$ cat config.mk
export PLATFORM = sky130hd
export DESIGN_NAME = uart_pkt_ctrl
export DESIGN_NICKNAME = d
export VERILOG_FILES = /design/src/rtl/uart_pkt_ctrl.sv
export SDC_FILE = /design/constraint.sdc
export NUM_CORES = 1
export LEC_CHECK = 0
export CORE_MARGIN = 2
export CORE_UTILIZATION = 56
export DETAILED_ROUTE_END_ITERATION = 16
export PLACE_DENSITY = 0.87
export SLEW_MARGIN = 0
export SYNTH_ARGS = -nofsm -noshare
export SYNTH_HDL_FRONTEND = slang
export SYNTH_SLANG_ARGS = --single-unit
$ cat constraint.sdc
create_clock -name clk -period 2.25 [get_ports clk]
set_input_delay 0.45 -clock clk [delete_from_list [all_inputs] [get_ports clk]]
set_output_delay 0.45 -clock clk [all_outputs]
set_load 0.05 [all_outputs]
$ cat src/rtl/uart_pkt_ctrl.sv
// Packet framer behind uart_rx: SYNC, ID, LEN, payload, XOR checksum (over ID..payload).
// Optional inter-byte gap timeout is enabled by defining UART_PKT_TIMEOUT_EN.
module uart_pkt_ctrl #(
  parameter logic [7:0] MY_ID       = 8'h03,
  parameter int         MAX_LEN     = 8,
  parameter logic [7:0] SYNC_BYTE   = 8'hAA,
  parameter int         TIMEOUT_CYC = 1024
) (
  input  logic                 clk,
  input  logic                 rst_n,
  input  logic                 rx_flag,
  input  logic [7:0]           rx_byte,
  output logic                 pkt_valid,
  output logic [3:0]           pkt_len,
  output logic [MAX_LEN*8-1:0] pkt_data,
  output logic                 err_cksum,
  output logic                 err_frame,
  output logic                 busy
);

  localparam logic [2:0] IDLE  = 3'd0;
  localparam logic [2:0] ID_S  = 3'd1;
  localparam logic [2:0] LEN_S = 3'd2;
  localparam logic [2:0] PAY_S = 3'd3;
  localparam logic [2:0] CK_S  = 3'd4;

  logic [2:0] state;
  logic       flag_d;
  logic       acc;
  logic       drop;
  logic       tmo;
  logic [7:0] cksum;
  logic [3:0] count;
  logic [3:0] len;

  logic [MAX_LEN-1:0][7:0] shadow;
  logic [MAX_LEN-1:0][7:0] shadow_msk;
  logic [MAX_LEN-1:0][7:0] pkt_q;

  // Rising edge of rx_flag: a level-style flag held high is taken once.
  assign acc      = rx_flag & ~flag_d;
  assign busy     = (state != IDLE);
  assign pkt_data = pkt_q;

`ifdef UART_PKT_TIMEOUT_EN
  localparam int GW = (TIMEOUT_CYC > 2) ? $clog2(TIMEOUT_CYC) : 1;
  logic [GW-1:0] gap;

  always_ff @(posedge clk or negedge rst_n) begin
    if (!rst_n)                     gap <= '0;
    else if (state == IDLE || acc)  gap <= '0;
    else                            gap <= gap + 1'b1;
  end

  assign tmo = (state != IDLE) && !acc && (gap == GW'(TIMEOUT_CYC - 1));
`else
  assign tmo = 1'b0;
`endif

  // Per-slot shadow storage; slots beyond len are masked on commit so stale
  // bytes from a longer earlier packet never leak into pkt_data.
  for (genvar i = 0; i < MAX_LEN; i++) begin : g_slot
    always_ff @(posedge clk or negedge rst_n) begin
      if (!rst_n)
        shadow[i] <= 8'h00;
      else if (acc && state == PAY_S && count == 4'(i))
        shadow[i] <= rx_byte;
    end
    assign shadow_msk[i] = (4'(i) < len) ? shadow[i] : 8'h00;
  end

  always_ff @(posedge clk or negedge rst_n) begin
    if (!rst_n) begin
      state     <= IDLE;
      flag_d    <= 1'b0;
      drop      <= 1'b0;
      cksum     <= 8'h00;
      count     <= 4'd0;
      len       <= 4'd0;
      pkt_valid <= 1'b0;
      err_cksum <= 1'b0;
      err_frame <= 1'b0;
      pkt_len   <= 4'd0;
      pkt_q     <= '0;
    end else begin
      flag_d    <= rx_flag;
      pkt_valid <= 1'b0;
      err_cksum <= 1'b0;
      err_frame <= 1'b0;
      if (acc) begin
        case (state)
          IDLE: if (rx_byte == SYNC_BYTE) state <= ID_S;
          ID_S: begin
            cksum <= rx_byte;
            drop  <= (rx_byte != MY_ID) && (rx_byte != 8'hFF);
            state <= LEN_S;
          end
          LEN_S: begin
            if (rx_byte == 8'h00 || rx_byte > 8'(MAX_LEN)) begin
              err_frame <= 1'b1;
              state     <= IDLE;
            end else begin
              len   <= rx_byte[3:0];
              count <= 4'd0;
              cksum <= cksum ^ rx_byte;
              state <= PAY_S;
            end
          end
          PAY_S: begin
            cksum <= cksum ^ rx_byte;
            count <= count + 4'd1;
            if (count == len - 4'd1) state <= CK_S;
          end
          CK_S: begin
            if (rx_byte != cksum) begin
              err_cksum <= 1'b1;
            end else if (!drop) begin
              pkt_q     <= shadow_msk;
              pkt_len   <= len;
              pkt_valid <= 1'b1;
            end
            state <= IDLE;
          end
          default: state <= IDLE;
        endcase
      end else if (tmo) begin
        err_frame <= 1'b1;
        state     <= IDLE;
      end
    end
  end

endmodule

Yosys cells after proc, flatten, opt, wreduce, memory -nomap -nowiden
Index checks and enable logic that the tools add are counted.
{"block": "op_classes", "addsub": 2, "order_cmp": 9, "n_eq_ne": 19, "mux": 26, "bitwise": 6, "reduce_logical": 23}
{"operator": "8-bit two-way mux", "n": 9}
{"operator": "8-bit case mux with 3 select lines", "n": 1}
{"operator": "4-bit by 3-bit == test with 1-bit output (second input constant)", "n": 4}
{"operator": "3-bit by 4-bit < comparator with 1-bit output (first input constant)", "n": 4}
{"operator": "3-bit case mux with 4 select lines", "n": 1}
{"operator": "3-bit AND reduction", "n": 4}
{"operator": "1-bit logical AND", "n": 10}
{"operator": "1-bit two-way mux", "n": 10}
{"operator": "4-bit by 2-bit == test with 1-bit output (second input constant)", "n": 2}
{"operator": "8-bit == test (second input constant)", "n": 1}
{"operator": "8-bit by 4-bit > comparator with 1-bit output (second input constant)", "n": 1}
{"operator": "8-bit logical NOT", "n": 1}
{"operator": "1-bit by 4-bit < comparator with 1-bit output (first input constant)", "n": 2}
{"operator": "2-bit by 4-bit < comparator with 1-bit output (first input constant)", "n": 2}
{"operator": "8-bit by 2-bit inequality test with 1-bit output (second input constant)", "n": 1}
{"operator": "8-bit inequality test", "n": 1}
{"operator": "8-bit inequality test (second input constant)", "n": 1}
{"operator": "4-bit case mux with 2 select lines", "n": 1}
{"operator": "8-bit XOR", "n": 1}
{"operator": "3-bit by 2-bit == test with 1-bit output (second input constant)", "n": 2}
{"operator": "3-bit two-way mux", "n": 2}
{"operator": "3-bit nonzero test", "n": 2}
{"operator": "4-bit by 1-bit adder with 4-bit output (second input constant)", "n": 1}
{"operator": "4-bit by 1-bit == test with 1-bit output (second input constant)", "n": 1}
{"operator": "other kinds (16)", "n": 20}
{"block": "word_totals", "regBits": 156, "input_bits": 11, "word_cells": 111}

Depth between registers and ports, before layout
{"block": "logic_depth", "word_depth": 5, "ltp_mapped": 7, "mapped_depth_nobuf": 6}

Worst setup path before layout
Ideal clock, no wire load.
{"block": "synth_path", "kind": "input to register", "from": "input rx_byte[2]", "to": "register len[0]", "t_arrival_ns": 1.870, "required_time_ns": 2.125, "setup_slack_ns": 0.255, "path_stages": 5, "n_path_buf": 1, "path_cell_list": "clkbuf_1 -> or4_1 -> and3_1 -> nand3b_1 -> mux2_2"}
{"block": "synth_via", "elab_chain_len": 4}
{"item": "from (decl)", "line_no": "12", "rtl": "input logic [7:0] rx_byte,"}
{"item": "8-bit by 4-bit > comparator with 1-bit output or 8-bit logical NOT (tied branches)", "line_no": "99", "rtl": "if (rx_byte == 8'h00 || rx_byte > 8'(MAX_LEN)) begin"}
{"item": "1-bit logical OR (*)", "line_no": "99"}
{"item": "1-bit inverter (no line) (*)"}
{"item": "3-bit AND reduction (no line) (*)"}
{"item": "to (signal assigned)", "line_no": "103", "rtl": "len <= rx_byte[3:0];"}
{"item": "to (decl)", "line_no": "34", "rtl": "logic [3:0] len;"}
Every way passes the cells marked *; elsewhere a longest branch is shown, timed or not.
A chain may end at the register's enable or synchronous reset.

Final worst setup path
{"block": "layout_path", "from": "register pkt_q, in the netlist pkt_data[58]", "to": "output pkt_data[58]"}
{"item": "from (decl)", "line_no": "38", "rtl": "logic [MAX_LEN-1:0][7:0] pkt_q;"}
{"item": "from (signal assigned)", "line_no": "118", "rtl": "pkt_q <= shadow_msk;"}
{"item": "to (decl)", "line_no": "15", "rtl": "output logic [MAX_LEN*8-1:0] pkt_data,"}
No word-level cell between the ends.

==> run metrics <==
PostCTS Resize Cnt 0; CP cell instances clkdlybuf4s50_1; Synth-to-Final Area Change 27.76%; top cells by count, synth dfrtp_1 (156), mux2_2 (85), inv_1 (65), nand2_1 (57), mux2i_1 (48); maximum clock rate 479.7 MHz; top-area cell type share of the netlist area 0.5599; final instance area about 8900 um^2; worst r2r src state[0]; Setup crit start kind flop; PD cells ~970 nW/um^2; DRT Pass-1 Iters 5; worst min path class flop to flop; Routed Antenna Nets 0; H-tree depth 4; routed len/inst approximately 18 um; Max-Slew Margin vs Limit 0.6117; CTS Sinks 156; kind of critical path flop to primary output; GP Congestion 0.8769; Top delay family on crit path buffers and inverters; GRT Overall Usage 0.2476; synthesized cell area around 7000 um^2; measured slew at the worst slew-check pin a little under 0.6 ns; unrepaired setup endpoints after global routing false; clk_lat worst skew approximately 0.43 ns; synth top area cells dfrtp_1 (56%), mux2_2 (14%), mux2i_1 (6.9%); # diodes 0; global-route wire length before repair around 25000 um; Unique masters post-synth 49; top-count cell post-synth dfrtp_1; largest net degree at the start of global routing 54; Synthesized Nets 585; Initial Util 0.5780; Leakage Power between 4 and 5 nW; period utilization 0.9265; status finished, final reports clean; WL final 15370 um; CTS tree yes; port bufs 82; Final nets 710; fin cells a little under 900; clock-pin transition on the worst setup and hold timing paths 0.06 ns; drt drc 0; number of global-route vias before repair just over 5000; dominant synthesized flop cell dfrtp_1; full die area 13360 um^2; clk buf depth 2; post-route minimum period ~2.1 ns; EDFF count, synth 0; synth warn 0; CORE AREA ~12000 um^2; final number of setup-violating endpoints 0; GRT overflow 0; root buf cell clkbuf_16; layout cells sized above 1 0.2507; IO Pins between 80 and 90; Hold Startpoint shadow[47]; TritonCTS Buffers 17; synthesized flop and latch total about 160; Max Cap Viol 0; final core occ 0.7385; crit-path max cell delay between 0.8 and 0.9 ns; CP max-delay cell clkdlybuf4s50_1; Placed Area between 8000 and 9000 um^2; area leader, netlist dfrtp_1; chip height 115.6 um; register area share after synthesis 0.5599; crit path from pkt_data[58]; initial DRC count 334; CP Max Fanout 2; Syn Area/Cell 12.32 um^2; initial antenna violation count 0; total chip power 0.008668 W; vias approximately 4700; Setup Skew approximately 0.0075 ns; final hold violations 0; Worst EP required around 1.8 ns; Post-DP HPWL between 10000 and 15000 um; CP bufs+invs 1; max-slew violation count 0; Post-synth ARST share 1.000; CP Capture Type primary output; DP Cell Count roughly 840; row count 40; Worst IR Drop VDD 512.6 uV; Cells after Synth approximately 570; die width between 100 and 150 um; CP Data Arrival Time around 1.6 ns; fill count 792; Via density 5.397
[flip-flops by register name, summed over array words and instances (netlist names)]
register / cells
state: 3
cksum: 8
drop: 1
count: 4
len: 4
shadow: 64
err_cksum: 1
flag_d: 1
pkt_data: 64
pkt_len: 4
pkt_valid: 1
err_frame: 1
[logic make-up (layout without fill, tap and decap cells)]
family | after synthesis | after routing | share of synthesized area
adder cells (fa/ha/maj) | 8 | 8 | 0.01436
buffers and inverters | 89 | 225 | 0.05133
multiplexers | 138 | 138 | 0.2143
XOR/XNOR | 14 | 14 | 0.01759
AND/OR/NAND/NOR | 111 | 111 | 0.08633
AO/OA/AOI/OAI | 50 | 50 | 0.05617
flip-flops | 156 | 156 | 0.5599
[placed cells by master, fill, tap and decap left out, types with 4 or more instances in the layout]
| master | count |
|---|---|
| clkbuf_16 | 17 |
| mux2_2 | 85 |
| xnor2_1 | 12 |
| nand2_4 | 4 |
| mux2_1 | 5 |
| buf_12 | 4 |
| ha_1 | 8 |
| o21bai_1 | 8 |
| nor3_1 | 4 |
| inv_1 | 65 |
| nor2b_1 | 19 |
| nor2_1 | 6 |
| clkdlybuf4s50_1 | 80 |
| a32o_1 | 8 |
| nand4_1 | 5 |
| dfrtp_1 | 156 |
| clkbuf_8 | 4 |
| a31oi_1 | 12 |
| mux2i_1 | 48 |
| nand2_1 | 57 |
| buf_4 | 44 |
[per-layer routing]
layer / wire (um) / GRT usage
met5: 0 / 0
met4: 394 / 0.1020
met3: 742 / 0.06224
met2: 7474 / 0.3949
met1: 6754 / 0.3267
[final timing paths]
path,end,slack (ns),cells after the start
max in group asynchronous,shadow[34],1.05,3
max reg2reg,shadow[22],0.33,5
min reg2reg,shadow[47],0.50,1
max,pkt_data[58],0.17,1
min,shadow[47],0.50,1
min in group asynchronous,pkt_data[51],0.54,2
[cell type report]
cell class                 count  area, um^2  share of cell area
sequential                   156        3904              0.4383
clock inverter                 7       112.6             0.01264
timing repair buffer         130        1232              0.1384
multi-input combinational    321        2716              0.3050
inverter                      65       244.0             0.02739
tap                          168       210.2             0.02360
clock buffer                  23       488.0             0.05478
[through the flow]
step           hold slack, ns  worst slack, ns  TNS (ns)
2_1_floorplan          0.1544           0.2554         0
3_3_place_gp           0.4192          -0.1537    -4.719
3_5_place_dp           0.4269          -0.1934    -9.733
4_1_cts                0.4960           0.1607         0
5_1_grt                0.5105           0.1100         0
6_report               0.4983           0.1654         0
[report_power, final]
group / leakage, nW / internal [W] / switching (W)
combinational: 2.08 / 0.000965 / 0.000931
clock: 0.295 / 0.00184 / 0.00107
sequential: 1.83 / 0.00338 / 0.000476
total: 4.21 / 0.00619 / 0.00248
[repair_timing]
action / 4_1_cts / 5_1_grt
hold endpoints to repair: 48 / 0
hold buffers: 1 / 0
setup buffers: 0 / 0
Note: power is estimated with default switching activity, not from simulation.
